### src/rtl/sqrt_req_ctrl.sv
`default_nettype none
// ============================================================================
// Module   : sqrt_req_ctrl
// Purpose  : Request-side controller that issues sqrt/inv-sqrt commands to
//            core_SQRT and returns its result over a valid/ready response port.
// Revision : 1.0  initial release
// ============================================================================
module sqrt_req_ctrl #(
    parameter int DATA_W  = 9,
    parameter int MIN_LAT = 7,
    parameter int TIMEOUT = 32
) (
    input  logic              clk,
    input  logic              rst,
    input  logic              req_valid_i,
    output logic              req_ready_o,
    input  logic              req_op_i,
    input  logic [DATA_W-1:0] req_data_i,
    output logic              core_DoSqrt_o,
    output logic              core_DoInvSqrt_o,
    output logic [DATA_W-1:0] core_s_o,
    input  logic [DATA_W-1:0] core_res_i,
    input  logic              core_valid_i,
    output logic              rsp_valid_o,
    input  logic              rsp_ready_i,
    output logic [DATA_W-1:0] rsp_data_o,
    output logic              rsp_op_o,
    output logic              rsp_timeout_o,
    output logic              rsp_dz_o,
    output logic              busy_o
);

    localparam int CNT_W = $clog2(TIMEOUT + 1);

    typedef enum logic [1:0] {
        S_IDLE  = 2'd0,
        S_ISSUE = 2'd1,
        S_WAIT  = 2'd2,
        S_RESP  = 2'd3
    } state_t;

    state_t             r_state;
    state_t             w_next;
    logic [CNT_W-1:0]   r_cnt;
    logic               r_op;
    logic               r_do_sqrt;
    logic               r_do_inv;
    logic [DATA_W-1:0]  r_core_s;
    logic               r_rsp_valid;
    logic [DATA_W-1:0]  r_rsp_data;
    logic               r_rsp_op;
    logic               r_rsp_timeout;
    logic               r_rsp_dz;
    logic               r_busy;

    logic               w_req_hs;
    logic               w_rsp_hs;
    logic               w_dz;
    logic               w_capture;
    logic               w_timeout;

    // Ready is held low for the whole time reset is asserted.
    assign req_ready_o = rst & (r_state == S_IDLE);
    assign w_req_hs    = req_valid_i & req_ready_o;
    assign w_rsp_hs    = (r_state == S_RESP) & rsp_ready_i;
    assign w_dz        = req_op_i & (req_data_i == '0);

    // Valid seen before MIN_LAT may be left over from a prior op.
    assign w_capture   = (r_state == S_WAIT) & core_valid_i
                       & (r_cnt >= CNT_W'(MIN_LAT));
    assign w_timeout   = (r_state == S_WAIT) & ~w_capture
                       & (r_cnt == CNT_W'(TIMEOUT));

    always_ff @(posedge clk or negedge rst) begin
        if (!rst) r_state <= S_IDLE;
        else      r_state <= w_next;
    end

    always_comb begin
        w_next = r_state;
        case (r_state)
            S_IDLE:  if (w_req_hs) w_next = w_dz ? S_RESP : S_ISSUE;
            S_ISSUE: w_next = S_WAIT;
            S_WAIT:  if (w_capture || w_timeout) w_next = S_RESP;
            S_RESP:  if (w_rsp_hs) w_next = S_IDLE;
            default: w_next = S_IDLE;
        endcase
    end

    always_ff @(posedge clk or negedge rst) begin
        if (!rst) begin
            r_cnt         <= '0;
            r_op          <= 1'b0;
            r_do_sqrt     <= 1'b0;
            r_do_inv      <= 1'b0;
            r_core_s      <= '0;
            r_rsp_valid   <= 1'b0;
            r_rsp_data    <= '0;
            r_rsp_op      <= 1'b0;
            r_rsp_timeout <= 1'b0;
            r_rsp_dz      <= 1'b0;
            r_busy        <= 1'b0;
        end else begin
            r_do_sqrt <= 1'b0;
            r_do_inv  <= 1'b0;
            r_busy    <= (w_next != S_IDLE);

            if (w_req_hs) begin
                r_op <= req_op_i;
                if (w_dz) begin
                    r_rsp_valid   <= 1'b1;
                    r_rsp_dz      <= 1'b1;
                    r_rsp_timeout <= 1'b0;
                    r_rsp_data    <= '1;
                    r_rsp_op      <= 1'b1;
                end else begin
                    r_core_s  <= req_data_i;
                    r_do_sqrt <= ~req_op_i;
                    r_do_inv  <= req_op_i;
                end
            end

            if (r_state == S_ISSUE) begin
                r_cnt <= CNT_W'(1);
            end else if (w_capture || w_timeout) begin
                r_cnt <= '0;
            end else if (r_state == S_WAIT) begin
                r_cnt <= r_cnt + CNT_W'(1);
            end

            if (w_capture) begin
                r_rsp_valid   <= 1'b1;
                r_rsp_data    <= core_res_i;
                r_rsp_op      <= r_op;
                r_rsp_timeout <= 1'b0;
                r_rsp_dz      <= 1'b0;
            end else if (w_timeout) begin
                r_rsp_valid   <= 1'b1;
                r_rsp_data    <= '0;
                r_rsp_op      <= r_op;
                r_rsp_timeout <= 1'b1;
                r_rsp_dz      <= 1'b0;
            end

            // Data and op stay as last delivered; only the flags drop.
            if (w_rsp_hs) begin
                r_rsp_valid   <= 1'b0;
                r_rsp_timeout <= 1'b0;
                r_rsp_dz      <= 1'b0;
            end
        end
    end

    assign core_DoSqrt_o    = r_do_sqrt;
    assign core_DoInvSqrt_o = r_do_inv;
    assign core_s_o         = r_core_s;
    assign rsp_valid_o      = r_rsp_valid;
    assign rsp_data_o       = r_rsp_data;
    assign rsp_op_o         = r_rsp_op;
    assign rsp_timeout_o    = r_rsp_timeout;
    assign rsp_dz_o         = r_rsp_dz;
    assign busy_o           = r_busy;

endmodule
`default_nettype wire

### config.mk
export PLATFORM = sky130hd
export DESIGN_NAME = sqrt_req_ctrl
export DESIGN_NICKNAME = d
export VERILOG_FILES = /design/src/rtl/sqrt_req_ctrl.sv
export SDC_FILE = /design/constraint.sdc
export NUM_CORES = 1
export LEC_CHECK = 0
export ABC_CLOCK_PERIOD_IN_PS = 1600
export CORE_MARGIN = 3
export CORE_UTILIZATION = 32
export CTS_CLUSTER_DIAMETER = 60
export DETAILED_ROUTE_END_ITERATION = 10
export GPL_TIMING_DRIVEN = 0
export PLACE_DENSITY = 0.63
export SKIP_CTS_REPAIR_TIMING = 1
export SLEW_MARGIN = 25
export SYNTH_ARGS = -nofsm -noshare
export SYNTH_HDL_FRONTEND = slang
export SYNTH_SLANG_ARGS = --single-unit
### constraint.sdc
create_clock -name clk -period 1.6 [get_ports clk]
set_input_delay 0.24 -clock clk [delete_from_list [all_inputs] [get_ports clk]]
set_output_delay 0.24 -clock clk [all_outputs]
set_load 0.02 [all_outputs]
-- Yosys cells after proc, flatten, opt, wreduce, memory -nomap -nowiden
Cells that the tools add are included.
- add/sub/neg operators: 1
- order comparisons: 1
- equal/unequal tests: 4
- mux-type cells: 31
- bitwise operators: 11
- reduce and logical (&&, ||, !) cells: 12
- operators with widths (cell ; number):
    9-bit two-way mux ; 4
    1-bit two-way mux ; 19
    6-bit two-way mux ; 3
    9-bit zero test ; 1
    3-bit nonzero test ; 3
    1-bit AND ; 8
    2-bit two-way mux ; 4
    2-bit one-hot mux with 4 select lines ; 1
    4-bit nonzero test ; 2
    6-bit by 1-bit adder with 6-bit output, second input constant ; 1
    6-bit == test, second input constant ; 1
    6-bit by 3-bit >= comparator with 1-bit output, second input constant ; 1
    2-bit AND reduction ; 3
    2-bit == test, second input constant ; 2
    1-bit NOT ; 3
    2-bit by 1-bit == test with 1-bit output, second input constant ; 1
    2-bit zero test ; 1
    2-bit nonzero test ; 1
    1-bit logical OR ; 1
- register bits: 34
- input bits: 24
- output and inout port bits: 26

-- Logic depth before layout (Yosys ltp)
- depth in word-level cells: 10
- gate-level depth with buffers: 7
- gate-level depth less buffers: 6

-- Worst setup path after synthesis
OpenSTA, ideal clock, no wires.
- path type: flip-flop to flip-flop
- start: register r_cnt[0]
- end: register r_state[0]
- library setup time: 127 ps
- arrival: 1602 ps
- data required time: 1473 ps
- slack: -129 ps
- cell stages (with the launch flop): 6
- path buffers: 0
- period minus slack after synthesis: 1729 ps
- cells stage by stage: dfrtp_1 -> ha_1 -> a211o_1 -> o21ai_2 -> a21oi_2 -> or2_2
- longest elaborated chain between the ends: 8
- ends and longest elaborated chain (item ; RTL line ; source):
    start, declared ; 44 ; logic [CNT_W-1:0] r_cnt;
    start signal, assigned ; 128 ; r_cnt <= r_cnt + CNT_W'(1);
    6-bit by 3-bit >= comparator with 1-bit output ; 70 ; & (r_cnt >= CNT_W'(MIN_LAT));
    1-bit AND ; 70 ;
    1-bit NOT ; 71 ; assign w_timeout = (r_state == S_WAIT) & ~w_capture
    1-bit AND ; 71 ;
    1-bit AND ; 72 ; & (r_cnt == CNT_W'(TIMEOUT));
    1-bit logical OR (*) ; 84 ; S_WAIT: if (w_capture || w_timeout) w_next = S_RESP;
    2-bit two-way mux (*) ; 84 ;
    2-bit one-hot mux with 4 select lines (*) ; 81 ; case (r_state)
    net w_next[0] ; 43 ; state_t w_next;
    end signal, assigned ; 76 ; else r_state <= w_next;
    end, declared ; 42 ; state_t r_state;
The timed path passes the listed nets; every way through them passes the cells marked *.
A chain may end at the register's enable or synchronous reset.

-- Worst setup path in the final report
- start: register r_cnt[0]
- end: register r_rsp_data[6] (netlist: rsp_data_o[6])
- longest elaborated chain between the ends: 7
- ends and longest elaborated chain (item ; RTL line ; source):
    6-bit by 3-bit >= comparator with 1-bit output ; 70 ;
    1-bit AND ; 70 ;
    1-bit NOT ; 71 ;
    1-bit AND ; 71 ;
    1-bit AND ; 72 ;
    3-bit nonzero test (no source line) / 9-bit two-way mux (equally long branches) ; -- ;
    2-bit AND reduction (no source line) / 9-bit two-way mux (equally long branches) ; -- ;
    end signal, assigned ; 133 ; r_rsp_data <= core_res_i;
    end, declared ; 50 ; logic [DATA_W-1:0] r_rsp_data;
Several ways; a longest one is shown, not always the timed one.

==> impl_metrics.ini <==
[clock_network]
path_clk_slew_ns = 0.07
cts_made_buffers = 5
htreeDepth = 2
tritoncts = built
root_buffer = clkbuf_8
clk_path_buf_depth = 2
clock_sinks = 34
clkLatencyLatePin_ns = 0.29

[worst_setup_path]
slowest_delay_ns = 0.47
crit_buf_inv = 2
cp_data_required_time_ns = 1.78
cp_max_fo = 10
crit_family = simple AND/OR/NAND/NOR gates
criticalPathCategory = reg2reg
end_kind = flip-flop
slowest_stage = or4_4
worstSetupStartpointType = flip-flop
worstPathCellList = inv_1, ha_1, nand2_1, or4_4, a21oi_4, buf_6, o2bb2ai_1
arrival_ns = 1.96

[die]
die_y_um = 76.02
io_pins = 50
dieArea_sq_um = 5779
start_util = 0.3460
die_w_um = 76.02
rows = 24
coreArea_sq_um = 4534

[synth]
synth_cells = 136
synth_area_sq_um = 1569
synth_flop_cell = dfrtp_1
synth.distinct_cells = 43
synth_seq_cells = 34
yosys_warnings = 0
syn-num-nets = 162
synth-seq-area-share = 0.5423
postSynthAreaPerCell_sq_um = 11.54
async_flop_share = 1.000
synth_edf_count = 0

[pwr]
power.leakage_uw = 0.001114
power_density_nw_per_um2 = 1695
ir_worst_vdd_uv = 787.8

[routing]
routed_via_density = 4.860
dr.first_iter.drc_count = 32
vias = 1317
firstDrtPassIters = 4
drcViolationCount = 0
wirelength_um = 4023
drt.antenna.violating_nets = 0
wire_per_inst_um = 14.85

[timing]
finalClockSkew_ns = 0.005633
rsz0062_at_grt = yes
fmax_mhz = 560.7
post-route-period-util = 1.115
setup_viol = 24
slew_headroom = 0.5293
tightestPinTransition_ns = 0.7006
hold_slack_ns = 0.02003
setup_slack_ns = -0.1834
hold_viol = 0
slew_violations = 0
period_needed_ns = 1.783

[finish]
multi_input_area_sq_um = 774.5
final_core_util = 0.5477
fillers = 404
diodes = 0
fin_nets = 231
final_cell_mix = clkdlybuf4s50_1, dfrtp_1, nor2_1
final_common_cell = clkdlybuf4s50_1
drive_gt1_frac = 0.2476
area_growth_pct = 58.29
ff_latch_area_sq_um = 850.8

[run]
maxCapViolCount = 0

[global_routing]
grt_max_degree = 28
antenna_found_initial = 0
grt_pass1_wl_um = 6327
grt_pass1_vias = 1296
grtUsageTotal = 0.1352
overflow = 0

[status]
violations = negative setup slack
outcome = finished with violations

[placed_design]
port_buffers = 49
hpwl_um = 2753
place_congestion = 0.7572

[hold_path]
hold_path_class = in2async
-- final timing paths --
path | slack (ns) | depth (start not counted) | from | end
worst max-delay path | -0.18 | 7 | r_cnt[0] | rsp_data_o[6]
worst min-delay path | 0.02 | 3 | rst | core_s_o[1]
min in group clk | 0.24 | 2 | req_data_i[4] | core_s_o[4]
worst min register to register | 0.50 | 2 | r_op | r_op
max in group asynchronous | 0.84 | 2 | rst | r_cnt[1]
worst max register to register | -0.18 | 7 | r_cnt[0] | rsp_data_o[6]
-- sequential cells by signal (all words and copies together) (netlist names) --
| signal | count |
|---|---|
| rsp_timeout_o | 1 |
| rsp_data_o | 9 |
| rsp_valid_o | 1 |
| r_state | 2 |
| core_DoInvSqrt_o | 1 |
| core_s_o | 9 |
| rsp_dz_o | 1 |
| core_DoSqrt_o | 1 |
| rsp_op_o | 1 |
| r_cnt | 6 |
| busy_o | 1 |
| r_op | 1 |
-- worst min-delay path, stage by stage --
cell and delay (ns):
buf_2 0.13, buf_12 0.11, buf_12 0.17
-- cells in the mapped netlist (all sizes together), types with 3 or more instances --
library cell	instances	area share
nor2	18	0.045
nand3	5	0.016
nor2b	3	0.012
nand2	8	0.019
and3	3	0.012
nor3	3	0.0096
mux2	9	0.065
buf	3	0.015
inv	5	0.012
o21ai	7	0.025
o2bb2ai	9	0.050
dfrtp	34	0.54
a21oi	3	0.012
-- where the power goes --
part	switching, uW	internal [uW]
registers	235	1210
clock network	318	346
logic	1020	1080
-- cell families after synthesis --
group | after synthesis | synth area share
AND/OR/NAND/NOR | 51 | 0.1866
flip-flops | 34 | 0.5423
AO/OA/AOI/OAI | 28 | 0.1436
multiplexers | 10 | 0.07097
buffers and inverters | 9 | 0.02950
XOR/XNOR | 2 | 0.01117
adder cells (fa/ha/maj) | 2 | 0.01595
-- per-layer routing --
metal  share of wire  up-vias  global-route usage
met1            0.45      624              0.1642
li1                -      633                   -
met3           0.059        8             0.03546
met2            0.47       52              0.2172
met5               0        -                   0
met4           0.022        0             0.07790
-- stage by stage --
step | instance area (sq um) | worst slack, ns | cells | power, uW | TNS (ns)
detailed placement | 2183 | -0.5285 | 251 | 3370 | -11.30
CTS | 2278 | -0.5128 | 259 | 4042 | -5.088
global route | 2484 | -0.2582 | 271 | 4488 | -4.541
floorplan | 1597 | -0.01150 | 136 | 2526 | -0.09200
global placement | 2168 | -1.562 | 250 | 3298 | -59.23
finish | 2484 | -0.1834 | 271 | 4211 | -2.686
-- layout make-up --
cell class / count / share of cell area
Sequential cell: 34 / 0.3426
Multi-Input combinational cell: 94 / 0.3118
Timing Repair Buffer: 61 / 0.2514
Clock buffer: 6 / 0.03325
Tap cell: 65 / 0.03275
Buffer: 4 / 0.01562
Inverter: 5 / 0.007557
Clock inverter: 2 / 0.005038
Note: power is estimated with default switching activity, not from simulation.
==> variant (same flow settings) <==
Make the reset (`rst`) synchronous in 2 clocked blocks.
--- a/src/rtl/sqrt_req_ctrl.sv
+++ b/src/rtl/sqrt_req_ctrl.sv
@@ -72,5 +72,5 @@
                        & (r_cnt == CNT_W'(TIMEOUT));
 
-    always_ff @(posedge clk or negedge rst) begin
+    always_ff @(posedge clk) begin
         if (!rst) r_state <= S_IDLE;
         else      r_state <= w_next;
@@ -88,5 +88,5 @@
     end
 
-    always_ff @(posedge clk or negedge rst) begin
+    always_ff @(posedge clk) begin
         if (!rst) begin
             r_cnt         <= '0;
Formal check against the unedited RTL: differs if rst is asserted again (counterexample within 4 cycles, from zero or initial values and one cycle with rst low); with rst held inactive, the same outputs for 10 cycles.
==> variant against the original RTL <==
Setup slack better by 0.20 ns. Sequential cell count unchanged. Routed wire length down 8.8%. Clock skew down 0.0025 ns. Critical endpoint is now rsp_op_o$_SDFFE_PN0P_. Final area down 10%. Maximum frequency up 13%. Area after synthesis down 6.0%.
Power is not compared: it rests on default switching activity, and its combinational part moved more than twofold at a synthesized area within 25%.
==> variant: results (changes against the original RTL) <==
[run_status]
status = finished clean

[timing]
slew_headroom = 0.678  ; +0.149
clock_skew_ns = 0.00317  ; -0.00247 ns

[worst_setup_path]
slowest_stage = a2111o_1
rrSetupSlack_ns = 0.02  ; +0.20 ns
worstRegToRegCells = 5  ; -2
crit_end = rsp_op_o$_SDFFE_PN0P_
cp_max_fo = 5  ; -5
crit_start = r_cnt[1]$_SDFFE_PP0N_
arrival_ns = 1.75  ; -0.21 ns
crit_family = compound AO/OA/AOI/OAI gates
max_stage_delay_ns = 0.41  ; -0.06 ns

[final_layout]
drive_gt1_frac = 0.168  ; -0.0794
fillCellCount = 431  ; +6.7%
nets = 253  ; +9.5%
multi_input_area_share = 0.350  ; +0.0379
inverters = 3  ; -2
bufAreaShareNonClock = 0.273  ; +0.00598
ff_latch_area_um2 = 683  ; -20%
clock_area_frac = 0.0370  ; -0.00129
n_all_buffers = 62  ; -4.6%
multi_input_cells = 121  ; +29%

[yosys]
synth_compound_area_frac = 0.135  ; -0.00868
synthTopCellsByCount = dfxtp_1, nand2_1, nor2_1, o21ai_0, nor2b_1
synth_cell_types = 40  ; -7.0%
synth-async-reset-ratio = 0  ; -1.00
synth-seq-cells = 34  ; unchanged
synthAdderAreaFrac = 0.0170  ; +0.00101
ys_top_cells_by_area = dfxtp_1, nand2_1, o21ai_0
synth.net_count = 194  ; +20%
muxShareOfSynthArea = 0  ; -0.0710
seq_area_frac_synth = 0.461  ; -0.0809

[route]
drt_iter0_drc = 56  ; +75%
wl_met1_mm = 1.70  ; -5.4%
vias_per_cell = 4.83  ; -0.59%
wl_per_cell_um = 13.2  ; -11%
met2_length_mm = 1.80  ; -5.3%
wl_met3_um = 142  ; -40%

[clock_tree]
clock-root-buffer = clkbuf_8

[global_route]
grt_use_met3 = 0.0465  ; +0.0111
grt_use_met1 = 0.178  ; +0.0133
antenna_found_initial = 0  ; unchanged
met2_usage = 0.220  ; +0.00327
grt_pass1_wl_mm = 5.84  ; -7.6%
grt_max_degree = 11  ; -61%
first_global_vias = 1275  ; -1.6%
grt_usage = 0.141  ; +0.00534

[placement]
place_congestion = 0.715  ; -5.6%
hpwl_mm = 2.60  ; -5.6%

[pwr]
p_leak_nw = 0.832

[worst_hold_path]
min_path_type = input pin to flip-flop

## variant: changes by cell type after synthesis, sizes merged, moves of 3 or more
cell	change
o21ai	+9
and4	+3
nand2	+26
a2bb2oi	+4
mux2	-9
o2bb2ai	-9
buf	+5
dfrtp	-34
nor3	+4
dfxtp	+34
## variant: through the flow
step           utilization  instances  setup slack [ns]  hold slack, ns  cell area, um2
3_5_place_dp         0.458        268            -0.387           0.453            2020
2_1_floorplan            -        168            0.0194           0.312            1480
4_1_cts              0.476        274            -0.278           0.236            2100
5_1_grt              0.506        278           -0.0472           0.277            2230
3_3_place_gp         0.458        268            -0.391           0.445            2020
6_report             0.506        278            0.0179           0.239            2230
## variant: cells by family (layout without fill, tap and decap cells)
group,Yosys count,in the layout
simple gates,84,84
flops,34,34
buf+inv,13,71
fa+ha+maj,2,2
compound gates,32,32
xor+xnor,3,3
## variant: where the power goes
group	total [W]	internal, W	switching, W
sequential	0.000894	0.000877	0.0000162
combinational	0.000267	0.000142	0.000125
clock	0.000619	0.000332	0.000287
